`src/rtl/dcache_req_arbiter_if.sv`:
```
// Request/enqueue bundle for the DCache internal-request arbiter.
// Signal names match the original flat port list; the arbiter uses the slave side.
interface dcache_req_arbiter_if #(
  parameter int NREQ      = 4,
  parameter int DATA_W    = 64,
  parameter int BR_W      = 16,
  parameter int Q_ENTRIES = 16
);
  localparam int QC_W  = $clog2(Q_ENTRIES) + 1;
  localparam int SRC_W = $clog2(NREQ);

  logic                   io_flush;
  logic [BR_W-1:0]        io_br_resolve_mask;
  logic [BR_W-1:0]        io_br_kill_mask;
  logic [NREQ-1:0]        io_req_valid;
  logic [NREQ-1:0]        io_req_ready;
  logic [NREQ*DATA_W-1:0] io_req_data;
  logic [NREQ*BR_W-1:0]   io_req_br_mask;
  logic [NREQ-1:0]        io_req_uses_ldq;
  logic [QC_W-1:0]        io_q_count;
  logic                   io_enq_valid;
  logic                   io_enq_ready;
  logic [DATA_W-1:0]      io_enq_data;
  logic [BR_W-1:0]        io_enq_br_mask;
  logic                   io_enq_uses_ldq;
  logic [SRC_W-1:0]       io_enq_src;

  modport master (
    output io_flush, io_br_resolve_mask, io_br_kill_mask, io_req_valid,
           io_req_data, io_req_br_mask, io_req_uses_ldq, io_q_count, io_enq_ready,
    input  io_req_ready, io_enq_valid, io_enq_data, io_enq_br_mask,
           io_enq_uses_ldq, io_enq_src
  );

  modport slave (
    input  io_flush, io_br_resolve_mask, io_br_kill_mask, io_req_valid,
           io_req_data, io_req_br_mask, io_req_uses_ldq, io_q_count, io_enq_ready,
    output io_req_ready, io_enq_valid, io_enq_data, io_enq_br_mask,
           io_enq_uses_ldq, io_enq_src
  );
endinterface

```
`src/rtl/dcache_req_arbiter.sv`:
```
// Arbitrates NREQ one-entry holding slots onto the DCache internal-request queue:
// round-robin with starvation override, branch/flush kill tracking, slot-0 reserve.
module dcache_req_arbiter #(
  parameter int NREQ         = 4,
  parameter int DATA_W       = 64,
  parameter int BR_W         = 16,
  parameter int Q_ENTRIES    = 16,
  parameter int RESERVE      = 2,
  parameter int STARVE_LIMIT = 7
) (
  input logic              clock,
  input logic              reset,
  dcache_req_arbiter_if.slave bus
);
  localparam int SRC_W = $clog2(NREQ);
  localparam int QC_W  = $clog2(Q_ENTRIES) + 1;
  localparam int CW    = $clog2(STARVE_LIMIT + 1);

  logic [NREQ-1:0]   slot_valid;
  logic [DATA_W-1:0] slot_data [NREQ];
  logic [BR_W-1:0]   slot_mask [NREQ];
  logic [NREQ-1:0]   slot_ldq;
  logic [CW-1:0]     wait_cnt  [NREQ];
  logic [SRC_W-1:0]  rr_ptr;

  logic              throttle;
  logic [NREQ-1:0]   killed;
  logic [NREQ-1:0]   elig;
  logic [NREQ-1:0]   starved;
  logic [NREQ-1:0]   grant;
  logic [SRC_W-1:0]  win;
  logic [SRC_W-1:0]  cand;
  logic              found;
  logic              fire;

  always_comb begin
    throttle = bus.io_q_count >= QC_W'(Q_ENTRIES - RESERVE);
    for (int unsigned i = 0; i < NREQ; i++) begin
      killed[i]  = (|(slot_mask[i] & bus.io_br_kill_mask)) | (bus.io_flush & slot_ldq[i]);
      elig[i]    = slot_valid[i] & ~killed[i] & ((i == 0) | ~throttle);
      starved[i] = elig[i] & (wait_cnt[i] == CW'(STARVE_LIMIT));
    end
  end

  // Starved slots win by lowest index; otherwise first eligible at or after rr_ptr.
  always_comb begin
    win   = '0;
    cand  = '0;
    found = 1'b0;
    for (int unsigned i = 0; i < NREQ; i++) begin
      if (starved[i] && !found) begin
        win   = SRC_W'(i);
        found = 1'b1;
      end
    end
    for (int unsigned k = 0; k < NREQ; k++) begin
      cand = SRC_W'((32'(rr_ptr) + k) % NREQ);
      if (elig[cand] && !found) begin
        win   = cand;
        found = 1'b1;
      end
    end
  end

  always_comb begin
    fire = found & bus.io_enq_ready;
    for (int unsigned i = 0; i < NREQ; i++) grant[i] = fire & (win == SRC_W'(i));
    bus.io_req_ready    = ~slot_valid;
    bus.io_enq_valid    = found;
    bus.io_enq_data     = '0;
    bus.io_enq_br_mask  = '0;
    bus.io_enq_uses_ldq = 1'b0;
    bus.io_enq_src      = '0;
    if (found) begin
      bus.io_enq_data     = slot_data[win];
      bus.io_enq_br_mask  = slot_mask[win] & ~bus.io_br_resolve_mask;
      bus.io_enq_uses_ldq = slot_ldq[win];
      bus.io_enq_src      = win;
    end
  end

  always_ff @(posedge clock or negedge reset) begin
    if (!reset) begin
      slot_valid <= '0;
      slot_ldq   <= '0;
      rr_ptr     <= '0;
      for (int unsigned i = 0; i < NREQ; i++) begin
        slot_data[i] <= '0;
        slot_mask[i] <= '0;
        wait_cnt[i]  <= '0;
      end
    end else begin
      for (int unsigned i = 0; i < NREQ; i++) begin
        if (slot_valid[i]) begin
          slot_mask[i] <= slot_mask[i] & ~bus.io_br_resolve_mask;
          if (grant[i] || killed[i]) begin
            slot_valid[i] <= 1'b0;
            wait_cnt[i]   <= '0;
          end else if (wait_cnt[i] != CW'(STARVE_LIMIT)) begin
            wait_cnt[i] <= wait_cnt[i] + 1'b1;
          end
        end else begin
          wait_cnt[i] <= '0;
          if (bus.io_req_valid[i]) begin
            // Killed/flushed arrivals are still handshaken, just never held.
            slot_valid[i] <= ~(|(bus.io_req_br_mask[i*BR_W +: BR_W] & bus.io_br_kill_mask))
                             & ~(bus.io_flush & bus.io_req_uses_ldq[i]);
            slot_data[i]  <= bus.io_req_data[i*DATA_W +: DATA_W];
            slot_mask[i]  <= bus.io_req_br_mask[i*BR_W +: BR_W] & ~bus.io_br_resolve_mask;
            slot_ldq[i]   <= bus.io_req_uses_ldq[i];
          end
        end
      end
      if (fire) begin
        if (32'(win) == NREQ - 1) rr_ptr <= '0;
        else                      rr_ptr <= win + 1'b1;
      end
    end
  end
endmodule

```
`src/flat_wrapper.sv`:
```
// flat-port wrapper written by rule: the top's interface ports become plain ports
module dcache_req_arbiter_flat 
#(
  parameter int NREQ         = 4,
  parameter int DATA_W       = 64,
  parameter int BR_W         = 16,
  parameter int Q_ENTRIES    = 16,
  parameter int RESERVE      = 2,
  parameter int STARVE_LIMIT = 7
)
  (clock, reset, bus_io_flush, bus_io_br_resolve_mask, bus_io_br_kill_mask, bus_io_req_valid, bus_io_req_data, bus_io_req_br_mask, bus_io_req_uses_ldq, bus_io_q_count, bus_io_enq_ready, bus_io_req_ready, bus_io_enq_valid, bus_io_enq_data, bus_io_enq_br_mask, bus_io_enq_uses_ldq, bus_io_enq_src);
  dcache_req_arbiter_if #(.NREQ(NREQ), .DATA_W(DATA_W), .BR_W(BR_W), .Q_ENTRIES(Q_ENTRIES)) bus_i ();
  input logic clock;
  input logic reset;
  input wire logic [$bits(bus_i.io_flush)-1:0] bus_io_flush;
  input wire logic [$bits(bus_i.io_br_resolve_mask)-1:0] bus_io_br_resolve_mask;
  input wire logic [$bits(bus_i.io_br_kill_mask)-1:0] bus_io_br_kill_mask;
  input wire logic [$bits(bus_i.io_req_valid)-1:0] bus_io_req_valid;
  input wire logic [$bits(bus_i.io_req_data)-1:0] bus_io_req_data;
  input wire logic [$bits(bus_i.io_req_br_mask)-1:0] bus_io_req_br_mask;
  input wire logic [$bits(bus_i.io_req_uses_ldq)-1:0] bus_io_req_uses_ldq;
  input wire logic [$bits(bus_i.io_q_count)-1:0] bus_io_q_count;
  input wire logic [$bits(bus_i.io_enq_ready)-1:0] bus_io_enq_ready;
  output wire logic [$bits(bus_i.io_req_ready)-1:0] bus_io_req_ready;
  output wire logic [$bits(bus_i.io_enq_valid)-1:0] bus_io_enq_valid;
  output wire logic [$bits(bus_i.io_enq_data)-1:0] bus_io_enq_data;
  output wire logic [$bits(bus_i.io_enq_br_mask)-1:0] bus_io_enq_br_mask;
  output wire logic [$bits(bus_i.io_enq_uses_ldq)-1:0] bus_io_enq_uses_ldq;
  output wire logic [$bits(bus_i.io_enq_src)-1:0] bus_io_enq_src;
  assign bus_i.io_flush = bus_io_flush;
  assign bus_i.io_br_resolve_mask = bus_io_br_resolve_mask;
  assign bus_i.io_br_kill_mask = bus_io_br_kill_mask;
  assign bus_i.io_req_valid = bus_io_req_valid;
  assign bus_i.io_req_data = bus_io_req_data;
  assign bus_i.io_req_br_mask = bus_io_req_br_mask;
  assign bus_i.io_req_uses_ldq = bus_io_req_uses_ldq;
  assign bus_i.io_q_count = bus_io_q_count;
  assign bus_i.io_enq_ready = bus_io_enq_ready;
  assign bus_io_req_ready = bus_i.io_req_ready;
  assign bus_io_enq_valid = bus_i.io_enq_valid;
  assign bus_io_enq_data = bus_i.io_enq_data;
  assign bus_io_enq_br_mask = bus_i.io_enq_br_mask;
  assign bus_io_enq_uses_ldq = bus_i.io_enq_uses_ldq;
  assign bus_io_enq_src = bus_i.io_enq_src;
  dcache_req_arbiter #(.NREQ(NREQ), .DATA_W(DATA_W), .BR_W(BR_W), .Q_ENTRIES(Q_ENTRIES), .RESERVE(RESERVE), .STARVE_LIMIT(STARVE_LIMIT)) u_core (.clock(clock), .reset(reset), .bus(bus_i));
endmodule
```
`config.mk`:
```
export PLATFORM = sky130hd
export DESIGN_NAME = dcache_req_arbiter_flat
export DESIGN_NICKNAME = d
export VERILOG_FILES = /design/src/rtl/dcache_req_arbiter_if.sv /design/src/rtl/dcache_req_arbiter.sv /design/src/flat_wrapper.sv
export SDC_FILE = /design/constraint.sdc
export NUM_CORES = 1
export LEC_CHECK = 0
export CELL_PAD_IN_SITES_DETAIL_PLACEMENT = 1
export CELL_PAD_IN_SITES_GLOBAL_PLACEMENT = 1
export CORE_MARGIN = 2
export CORE_UTILIZATION = 26
export DETAILED_ROUTE_END_ITERATION = 8
export PLACE_DENSITY = 0.61
export SLEW_MARGIN = 10
export SYNTH_ARGS = -nofsm -noshare
export SYNTH_HDL_FRONTEND = slang
export SYNTH_SLANG_ARGS = --single-unit
```
`constraint.sdc`:
```
create_clock -name clock -period 8.05 [get_ports clock]
set_input_delay 1.61 -clock clock [delete_from_list [all_inputs] [get_ports clock]]
set_output_delay 1.61 -clock clock [all_outputs]
set_load 0.02 [all_outputs]
```
==> results of run 1 <==
[kinds of logic after synthesis]
family                     Yosys count  share of synthesized area [%]
adders and majority gates           12                          0.835
muxes                              371                           22.5
DFF                                342                           47.6
buffers and inverters              143                           3.73
AOI/OAI and AO/OA                  441                           16.1
xor gates and xnor gates             4                          0.195
and+or+nand+nor                    311                           9.05
[routing by layer]
| layer | part of all wire [%] | track usage [%] |
|---|---|---|
| met1 | 40 | 25.8 |
| met2 | 49 | 35.9 |
| met3 | 7.9 | 5.83 |
| met4 | 3.4 | 7.59 |
| met5 | 0.23 | 0 |
[power groups by stage]
stage | clock network, mW | logic [mW] | registers, mW
2_1_floorplan | 0 | 0.311 | 1.98
3_3_place_gp | 0 | 0.628 | 2.01
3_5_place_dp | 0 | 0.646 | 2.02
4_1_cts | 2.07 | 0.648 | 1.99
5_1_grt | 2.14 | 0.696 | 2.01
6_report | 2.01 | 0.644 | 1.99
[path summary, 6_finish.rpt]
kind | to | slack (ps) | cells after the start
worst max-delay path | bus_io_enq_data[60] | 360 | 13
worst min-delay path | u_core.slot_data[232]$_DFFE_PN0P_ | 500 | 1
worst max register to register | u_core.slot_valid[1]$_DFF_PN0_ | 3980 | 12
worst min register to register | u_core.slot_data[232]$_DFFE_PN0P_ | 500 | 1
max in group asynchronous | u_core.slot_data[165]$_DFFE_PN0P_ | 5520 | 2
min in group asynchronous | u_core.slot_mask[27]$_DFFE_PN0P_ | 1020 | 1
[cell usage in the layout (no fill, tap or decap), types with 11 or more instances in the layout]
cell	Yosys	routed
sky130_fd_sc_hd__a211o_1	53	51
sky130_fd_sc_hd__a21o_1	15	14
sky130_fd_sc_hd__a21oi_1	64	64
sky130_fd_sc_hd__a22oi_1	45	45
sky130_fd_sc_hd__and3_1	43	43
sky130_fd_sc_hd__buf_4	13	47
sky130_fd_sc_hd__clkbuf_1	75	11
sky130_fd_sc_hd__clkbuf_16	0	44
sky130_fd_sc_hd__clkbuf_8	0	12
sky130_fd_sc_hd__clkdlybuf4s50_1	0	454
sky130_fd_sc_hd__dfrtp_1	342	342
sky130_fd_sc_hd__ha_1	12	12
sky130_fd_sc_hd__inv_1	12	12
sky130_fd_sc_hd__mux2_2	260	260
sky130_fd_sc_hd__mux2i_1	110	110
sky130_fd_sc_hd__nand2_1	99	99
sky130_fd_sc_hd__nand3_1	72	72
sky130_fd_sc_hd__nand4_1	21	21
sky130_fd_sc_hd__nor2_1	23	20
sky130_fd_sc_hd__nor3b_1	14	14
sky130_fd_sc_hd__o21ai_0	129	129
sky130_fd_sc_hd__o21ai_1	31	31
sky130_fd_sc_hd__o22ai_1	43	43
[final cells by class]
cell class | instances | area [um2]
Inverter | 14 | 53.8
Fill cell | 7465 | 43400
Tap cell | 931 | 1160
Timing Repair Buffer | 510 | 5070
Sequential cell | 342 | 8560
Multi-Input combinational cell | 1139 | 8810
Clock inverter | 10 | 155
Clock buffer | 67 | 1310
Antenna cell | 8 | 20.0
[registers in the layout, summed over array words and instances (netlist names)]
name,cells
u_core.rr_ptr,2
u_core.wait_cnt,12
u_core.slot_ldq,4
u_core.slot_valid,4
u_core.slot_data,256
u_core.slot_mask,64
[synthesized netlist by cell type, drive strengths merged, types with 2 or more instances]
cell type  number  share of area [%]
dfrtp         342                 48
mux2          260                 16
o21ai         160                4.5
mux2i         111                6.2
nand2         101                2.2
clkbuf         81                1.7
a21oi          74                2.3
nand3          72                2.0
a211o          53                2.6
buf            48                1.7
a22oi          47                2.0
and3           43                1.5
o22ai          43                1.5
nor2           24               0.59
nand4          22               0.80
a21o           15               0.63
nor3b          14               0.58
inv            13               0.27
ha             12               0.83
a221oi          9               0.44
a22o            8               0.39
nor4            8               0.36
o32ai           6               0.33
nor2b           5               0.17
or3             5               0.23
nor3            4               0.11
o21a            4               0.17
or2             4               0.14
xor2            4               0.19
a21boi          3               0.13
a31oi           3               0.22
and2            3               0.10
or4             3               0.17
a211oi          2               0.15
a31o            2              0.097
nand3b          2              0.083
o211a           2               0.11
o21bai          2              0.083
[worst max-delay path: stages]
cell and delay [ps]:
sky130_fd_sc_hd__clkdlybuf4s50_1 830, sky130_fd_sc_hd__a22oi_1 240, sky130_fd_sc_hd__nand3_1 260, sky130_fd_sc_hd__or4_4 210, sky130_fd_sc_hd__o32ai_1 70, sky130_fd_sc_hd__a221oi_1 670
sky130_fd_sc_hd__a211o_2 330, sky130_fd_sc_hd__buf_4 330, sky130_fd_sc_hd__buf_4 280, sky130_fd_sc_hd__nand3_1 100, sky130_fd_sc_hd__a211o_1 340, sky130_fd_sc_hd__o21ai_0 110
sky130_fd_sc_hd__clkdlybuf4s50_1 670
==> results.json, run 1 <==
{
  "initial_standard_cell_utilization_of_the_core_pct": 26.2,
  "floorplan.die.height_um": 267,
  "critical_path.startpoint_type": "input port",
  "clk_path_buf_depth": 3,
  "edff_count_synth": 0,
  "mappedNetlistNets": 2005,
  "drive_gt1_share_pct": 20.4,
  "drv.max_cap_violation_count": 0,
  "power_report.internal_total_mw": 3.43,
  "cts.htree.levels": 2,
  "drc_errors": 0,
  "routed_via_density": 5.19,
  "tightest_slew_ps": 1210,
  "instances_no_fill": 3021,
  "groute.usage.overall_pct": 21.2,
  "synthCells": 1624,
  "grt_antenna_before_repair": 19,
  "switchingPower_mw": 1.21,
  "power_frac_seq_pct": 42.9,
  "final.setup_skew_ps": 40.3,
  "setup_viol_count_final": 0,
  "post_synth_num_cell_types": 72,
  "async_reset_ff_share_pct": 100,
  "rsz0062_at_grt": "false",
  "top_achievable_clock_speed_mhz": 130,
  "overflow": 0,
  "clock_sink_count": 342,
  "setup-tns-final_ps": 0,
  "root_buffer": "sky130_fd_sc_hd__clkbuf_16",
  "placedCellCount": 2936,
  "routed-via-count": 15700,
  "floorplan.core_area_um2": 68600,
  "avgSynthCellArea_um2": 11.1,
  "critical_path_required_ps": 6440,
  "total_leakage_power_nw": 10.4,
  "criticalPathCategory": "in -> out",
  "min_path_type": "reg -> reg",
  "switching_share_pct": 26.1,
  "die-area_um2": 71300,
  "worst-endpoint-arrival_ps": 6080,
  "rr_startpoint": "u_core.slot_valid[3]$_DFF_PN0_",
  "synth-seq-area-share_pct": 47.6,
  "final_hold_viol_count": 0,
  "clock_latency_ps": 600,
  "number_of_nets_with_antenna_violations_after_routing": 0,
  "area.growth.synth_to_final_pct": 39.8,
  "synthesis.area_um2": 18000,
  "die-width_um": 267,
  "comb_power_share_pct": 13.9,
  "power_frac_clock_pct": 43.3,
  "grt_first_pass_wirelength_um": 114000,
  "place.port_buffers": 455,
  "io_pins": 457,
  "dp_hpwl_um": 55400,
  "grt_max_degree": 159,
  "vdd_ir_drop_max_mv": 0.149,
  "routed_wirelength_um": 76900,
  "run_status": "finished, final reports clean",
  "first_global_vias": 17200,
  "routed_wire_length_per_instance_um": 25.5,
  "cts_tree": "yes",
  "source_of_the_critical_timing_path": "bus_io_br_kill_mask[0]",
  "pwr_density_cell_nw_per_um2": 185,
  "post_cts_buffers": 0,
  "layout_setup_ws_ps": 363,
  "endpoint_kind": "primary output",
  "synth_top_flop_cell": "sky130_fd_sc_hd__dfrtp_1",
  "p_total_mw": 4.65,
  "highest_fanout_seen_on_the_critical_path": 22,
  "clkSlewWorstSetupHoldPaths_ps": 60,
  "slew_headroom_pct": 19.2,
  "post-route-period-util_pct": 95.5,
  "layout.cell_area.non_filler_um2": 25100,
  "min-delay-start": "u_core.slot_data[232]$_DFFE_PN0P_",
  "cts_resized": 0,
  "synth_warnings": 0,
  "postSynthRegisterBits": 342,
  "ctsHoldBuffers": 0,
  "cts_buffers": 44,
  "layout.nets": 2432,
  "final_core_util_pct": 36.7,
  "placed_area_um2": 23700,
  "period_needed_ps": 7690,
  "drt-initial-drc-count": 962,
  "final_wtd_congestion": 0.901,
  "drtPass1Iterations": 5,
  "pre_cts_slack_ps": 381,
  "slew_violations": 0,
  "placement_rows": 96,
  "hold-worst-slack_ps": 502
}
No activity file was read; power rests on OpenSTA's default activity.
==> run 2: changes to the inputs <==
Settings changed: CORE_MARGIN 2 to 5, PLACE_DENSITY 0.61 to 0.63.
Clock period 8.05 ns to 6.5 ns, I/O delays scaled along.
==> run 2 against run 1 <==
First-iteration DRC count up 7.2%. Global-route usage down 0.72 points. Via count up 2.5%. Die area up 4.5%. Sequential share of layout area down 1.5 points. Hold slack better by 1.6 ps. Clock power up 22%. Non-clock buffer count up 118. Register-to-register slack worse by 970 ps.
==> results.json, run 2 (synthesis results as in run 1) <==
{
  "biggestRegsByFlops": "u_core.slot_data (256), u_core.slot_mask (64), u_core.wait_cnt (12)",
  "routed_wirelength_um": 79000,
  "top_achievable_clock_speed_mhz": 157,
  "rr_startpoint": "u_core.slot_valid[2]$_DFF_PN0_",
  "drc_errors": 0,
  "timing.rr.end": "u_core.slot_valid[2]$_DFF_PN0_",
  "post-route-period-util_pct": 98.1,
  "slew_violations": 0,
  "cts_tree": "yes",
  "endpoint": "bus_io_enq_br_mask[14]",
  "tightest_slew_ps": 1080,
  "drive_gt1_share_pct": 25.7,
  "p_total_mw": 5.79,
  "routed_via_density": 5.11,
  "floorplan.core_area_um2": 68600,
  "area.growth.synth_to_final_pct": 46.2,
  "final_wtd_congestion": 0.906,
  "grt_max_degree": 171,
  "criticalPathCategory": "in -> out",
  "cts_buffers": 43,
  "rsz0062_at_grt": "false",
  "clkSlewWorstSetupHoldPaths_ps": 60,
  "largest_reg_flops": 256,
  "min_path_type": "reg -> reg",
  "drv.max_cap_violation_count": 0,
  "io_pins": 457,
  "clock_latency_ps": 600,
  "highest_fanout_seen_on_the_critical_path": 7,
  "worst-endpoint-arrival_ps": 5080,
  "floorplan.die.height_um": 273,
  "final_common_cell": "sky130_fd_sc_hd__clkdlybuf4s50_1",
  "place.port_buffers": 455,
  "drtPass1Iterations": 5,
  "first_global_vias": 17800,
  "number_of_nets_with_antenna_violations_after_routing": 0,
  "rr_worst_depth": 14,
  "placed_area_um2": 24800,
  "critical_path.startpoint_type": "input port",
  "source_of_the_critical_timing_path": "bus_io_br_kill_mask[6]",
  "routed-via-count": 16100,
  "dp_hpwl_um": 58900,
  "rrSetupSlack_ps": 3010,
  "pwr_density_cell_nw_per_um2": 220,
  "clk_path_buf_depth": 3,
  "setup-tns-final_ps": 0,
  "hold-worst-slack_ps": 503,
  "grt_antenna_before_repair": 21,
  "placement_rows": 96,
  "endpoint_kind": "primary output",
  "cts.htree.levels": 2,
  "grt_first_pass_wirelength_um": 116000,
  "groute.usage.overall_pct": 20.5,
  "setup_viol_count_final": 0,
  "root_buffer": "sky130_fd_sc_hd__clkbuf_16",
  "layout.cell_area.non_filler_um2": 26300,
  "total_leakage_power_nw": 11.5,
  "initial_standard_cell_utilization_of_the_core_pct": 26.2,
  "ctsHoldBuffers": 0,
  "critical_path_required_ps": 5200,
  "period_needed_ps": 6380,
  "overflow": 0,
  "final_core_util_pct": 38.3,
  "die-area_um2": 74500,
  "final.setup_skew_ps": 42.1,
  "final_cell_mix": "373 x sky130_fd_sc_hd__clkdlybuf4s50_1, 342 x sky130_fd_sc_hd__dfrtp_1, 260 x sky130_fd_sc_hd__mux2_2",
  "drt-initial-drc-count": 1031,
  "final_hold_viol_count": 0,
  "layout.nets": 2549,
  "clock_sink_count": 342,
  "slew_headroom_pct": 27.7,
  "die-width_um": 273,
  "vdd_ir_drop_max_mv": 0.169,
  "routed_wire_length_per_instance_um": 25.1,
  "run_status": "finished, final reports clean",
  "largest_register": "u_core.slot_data"
}
-- run 2: cell count changes in the layout (fill, tap and decap cells not counted), moves of 3 or more --
cell and change:
sky130_fd_sc_hd__clkdlybuf4s50_1 -81, sky130_fd_sc_hd__diode_2 +5, sky130_fd_sc_hd__clkbuf_1 -4, sky130_fd_sc_hd__clkinv_2 +5, sky130_fd_sc_hd__dlygate4sd2_1 +61, sky130_fd_sc_hd__dlymetal6s2s_1 +10
sky130_fd_sc_hd__clkinvlp_4 +3, sky130_fd_sc_hd__buf_4 +103, sky130_fd_sc_hd__buf_12 +22
-- run 2: worst min path at each step --
stage | from | to | slack [ps] | depth (start not counted)
after floorplan | u_core.slot_data[212]$_DFFE_PN0P_ | u_core.slot_data[212]$_DFFE_PN0P_ | 470 | 1
after CTS | u_core.slot_data[215]$_DFFE_PN0P_ | u_core.slot_data[215]$_DFFE_PN0P_ | 500 | 1
final | u_core.slot_data[215]$_DFFE_PN0P_ | u_core.slot_data[215]$_DFFE_PN0P_ | 500 | 1
after global routing | u_core.slot_data[129]$_DFFE_PN0P_ | u_core.slot_data[129]$_DFFE_PN0P_ | 520 | 1
after detailed placement | u_core.slot_data[215]$_DFFE_PN0P_ | u_core.slot_data[215]$_DFFE_PN0P_ | 490 | 1
after global placement | u_core.slot_data[239]$_DFFE_PN0P_ | u_core.slot_data[239]$_DFFE_PN0P_ | 480 | 1
-- run 2: power by group --
group          internal [mW]  total (mW)  switching, mW
logic                  0.483       0.847          0.364
clock network           1.42        2.46           1.05
registers               2.33        2.48          0.146
total                   4.23        5.79           1.56
-- run 2: final cells by class --
type | count | area, um2
clock buffers | 62 | 1270
multi-input cells | 1139 | 8870
inverters | 14 | 53.8
fillers | 7541 | 42300
clock inverters | 18 | 185
diodes | 13 | 32.5
well taps | 931 | 1160
repair buffers | 628 | 6160
flip-flops and latches | 342 | 8560
-- run 2: per-stage QoR --
stage          setup WS (ps)  cells
6_report                 121   3147
5_1_grt                 1.83   3144
4_1_cts                 1.97   3134
3_5_place_dp            -211   3051
3_3_place_gp            -251   3051
2_1_floorplan           1200   1624
-- run 2: critical path: stages --
cell                              delay, ps
sky130_fd_sc_hd__clkdlybuf4s50_1        550
sky130_fd_sc_hd__buf_4                  220
sky130_fd_sc_hd__a22oi_1                210
sky130_fd_sc_hd__nand2_1                110
sky130_fd_sc_hd__or3_4                  460
sky130_fd_sc_hd__o311ai_4               410
sky130_fd_sc_hd__mux2i_4                110
sky130_fd_sc_hd__buf_4                  150
sky130_fd_sc_hd__a211oi_4               190
sky130_fd_sc_hd__buf_4                  200
sky130_fd_sc_hd__nor2_8                  50
sky130_fd_sc_hd__buf_12                 140
sky130_fd_sc_hd__mux2i_1                110
sky130_fd_sc_hd__o32ai_1                340
sky130_fd_sc_hd__buf_4                  170
sky130_fd_sc_hd__dlygate4sd2_1          340
-- run 2: layer usage --
metal | vias to the layer above | global-route usage (%) | share of wire, %
li1 | 7151 | - | -
met1 | 8221 | 24.6 | 40
met2 | 541 | 35.1 | 49
met3 | 152 | 5.73 | 7.2
met4 | 18 | 7.59 | 3.7
met5 | - | 0 | 0.15
-- run 2: timing repair --
action / in CTS / in global routing
cloned: 0 / 0
setup buffers: 3 / 0
setup endpoints to repair: 73 / 14
pin swaps: 1 / 0
gates resized for setup: 69 / 18
==> run 3: changes to the inputs <==
Settings changed: GPL_TIMING_DRIVEN set to 0.
==> run 3 against run 2 <==
Sequential power about the same. Die area is the same. Hold slack got worse by 1.1 ps. First-iteration DRC count shrank 6.8%. Critical endpoint is now bus_io_enq_br_mask[10]. Largest power group unchanged.
==> results.json, run 3 (synthesis results as in run 1) <==
{
  "placement_rows": 96,
  "ctsHoldBuffers": 0,
  "number_of_nets_with_antenna_violations_after_routing": 0,
  "initial_standard_cell_utilization_of_the_core_pct": 26.2,
  "critical-path-max-stage-delay_ps": 670,
  "timing.rr.end": "u_core.wait_cnt[7]$_DFFE_PN0P_",
  "clock_sink_count": 342,
  "final_cell_mix": "406 x sky130_fd_sc_hd__clkdlybuf4s50_1, 342 x sky130_fd_sc_hd__dfrtp_1, 260 x sky130_fd_sc_hd__mux2_2",
  "drt-initial-drc-count": 961,
  "rsz0062_at_grt": "false",
  "clk_path_buf_depth": 3,
  "power_report.internal_total_mw": 4.21,
  "largest_reg_flops": 256,
  "critical_path.most_common_cell": "sky130_fd_sc_hd__buf_12",
  "top_achievable_clock_speed_mhz": 155,
  "floorplan.core_area_um2": 68600,
  "worst-endpoint-arrival_ps": 5140,
  "post-route-period-util_pct": 99.1,
  "vdd_ir_drop_max_mv": 0.184,
  "crit_path_cell_trace": "clkbuf_2 > a22oi_1 > nand2_1 > or3_4 > or4_4 > nand2_2 > a31oi_4 > buf_12 > buf_12 > buf_4 > nor2_8 > mux2i_1 > o32ai_1 > clkdlybuf4s50_1",
  "drtPass1Iterations": 5,
  "pwr_density_cell_nw_per_um2": 226,
  "cts_tree": "yes",
  "cts_buffers": 43,
  "final.setup_skew_ps": 35.8,
  "rrSetupSlack_ps": 2610,
  "min_path_type": "reg -> reg",
  "drc_errors": 0,
  "clock_latency_ps": 590,
  "highest_fanout_seen_on_the_critical_path": 10,
  "rr_worst_depth": 13,
  "routed_wirelength_um": 84700,
  "grt_first_pass_wirelength_um": 122000,
  "setup_viol_count_final": 0,
  "timing.critical_path.max_delay_family": "simple AND/OR/NAND/NOR gates",
  "cpMaxStageDelayCell": "sky130_fd_sc_hd__clkdlybuf4s50_1",
  "hold-worst-slack_ps": 502,
  "final_wtd_congestion": 0.889,
  "slew_violations": 0,
  "cp.buffers_inverters": 5,
  "switching_share_pct": 26.8,
  "first_global_vias": 17600,
  "timing.critical_path.depth": 14,
  "overflow": 0,
  "period_needed_ps": 6440,
  "final_common_cell": "sky130_fd_sc_hd__clkdlybuf4s50_1",
  "io_pins": 457,
  "tightest_slew_ps": 1040,
  "area.growth.synth_to_final_pct": 41.6,
  "critical_path.startpoint_type": "input port",
  "clkSlewWorstSetupHoldPaths_ps": 60,
  "grt_max_degree": 101,
  "source_of_the_critical_timing_path": "bus_io_flush",
  "comb_power_share_pct": 14.3,
  "final_hold_viol_count": 0,
  "routed_via_density": 5.20,
  "total_leakage_power_nw": 11.0,
  "routed-via-count": 16100,
  "die-width_um": 273,
  "floorplan.die.height_um": 273,
  "drv.max_cap_violation_count": 0,
  "grt_antenna_before_repair": 33,
  "slew_headroom_pct": 30.8,
  "run_status": "finished, final reports clean",
  "biggestRegsByFlops": "u_core.slot_data (256), u_core.slot_mask (64), u_core.wait_cnt (12)",
  "power_frac_clock_pct": 42.8,
  "largest_register": "u_core.slot_data",
  "root_buffer": "sky130_fd_sc_hd__clkbuf_16",
  "fill_cells": 7554,
  "drive_gt1_share_pct": 21.5,
  "endpoint": "bus_io_enq_br_mask[10]",
  "routed_wire_length_per_instance_um": 27.3,
  "critical_path_required_ps": 5200,
  "die-area_um2": 74500,
  "criticalPathCategory": "in -> out",
  "switchingPower_mw": 1.55,
  "cts.htree.levels": 2,
  "power_frac_seq_pct": 42.9,
  "endpoint_kind": "primary output",
  "final_core_util_pct": 37.1,
  "dp_hpwl_um": 64300,
  "layout.nets": 2498,
  "groute.usage.overall_pct": 21.8,
  "rr_startpoint": "u_core.slot_mask[20]$_DFFE_PN0P_",
  "place.port_buffers": 438
}
## run 3: worst min path at each step
stage | start | endpoint | slack (ps) | cells past startpoint
global route | u_core.slot_data[236]$_DFFE_PN0P_ | u_core.slot_data[236]$_DFFE_PN0P_ | 510 | 1
finish | u_core.slot_data[247]$_DFFE_PN0P_ | u_core.slot_data[247]$_DFFE_PN0P_ | 500 | 1
CTS | u_core.slot_data[254]$_DFFE_PN0P_ | u_core.slot_data[254]$_DFFE_PN0P_ | 500 | 1
detailed placement | u_core.slot_data[254]$_DFFE_PN0P_ | u_core.slot_data[254]$_DFFE_PN0P_ | 490 | 1
floorplan | u_core.slot_data[212]$_DFFE_PN0P_ | u_core.slot_data[212]$_DFFE_PN0P_ | 470 | 1
global placement | u_core.slot_data[236]$_DFFE_PN0P_ | u_core.slot_data[236]$_DFFE_PN0P_ | 480 | 1
## run 3: power groups by stage
| stage | combinational (mW) | clock [mW] | sequential (mW) |
|---|---|---|---|
| 4_1_cts | 0.829 | 2.53 | 2.46 |
| 3_3_place_gp | 0.788 | 0 | 2.50 |
| 2_1_floorplan | 0.386 | 0 | 2.45 |
| 6_report | 0.826 | 2.46 | 2.47 |
| 5_1_grt | 0.887 | 2.60 | 2.49 |
| 3_5_place_dp | 0.814 | 0 | 2.50 |
## run 3: layout make-up
class	instances	area, um2	share of cell area [%]
Clock buffer	61	1250	4.92
Sequential cell	342	8560	33.6
Tap cell	931	1160	4.57
Clock inverter	19	198	0.776
Timing Repair Buffer	448	4620	18.2
Antenna cell	19	47.5	0.187
Multi-Input combinational cell	1139	8890	34.9
Inverter	14	55.1	0.216
Buffer	129	673	2.64
## run 3: metal layers
layer	up-vias	GRT usage [%]	routed length, um
met3	124	5.70	6190
met2	600	37.7	42200
met5	-	0	168
li1	7079	-	-
met1	8314	27.0	34200
met4	24	5.84	1960
## run 3: timing repair
item / in CTS / in global routing
pin swaps: 2 / 1
buffers inserted: 7 / 0
setup endpoints to repair: 81 / 78
gates resized for setup: 45 / 66
cloned: 0 / 0
## run 3: metrics by stage
step / instances / TNS, ps / power [mW] / worst slack (ps) / area (um2)
final: 3102 / 0 / 5.76 / 58.7 / 25500
after global routing: 3093 / 0 / 5.98 / 1.59 / 25400
after floorplan: 1624 / 0 / 2.84 / 1200 / 18000
after detailed placement: 2996 / -60730 / 3.31 / -1030 / 23600
after CTS: 3083 / -44.5 / 5.82 / -20.2 / 25300
after global placement: 2993 / -4008580 / 3.28 / -11620 / 23500
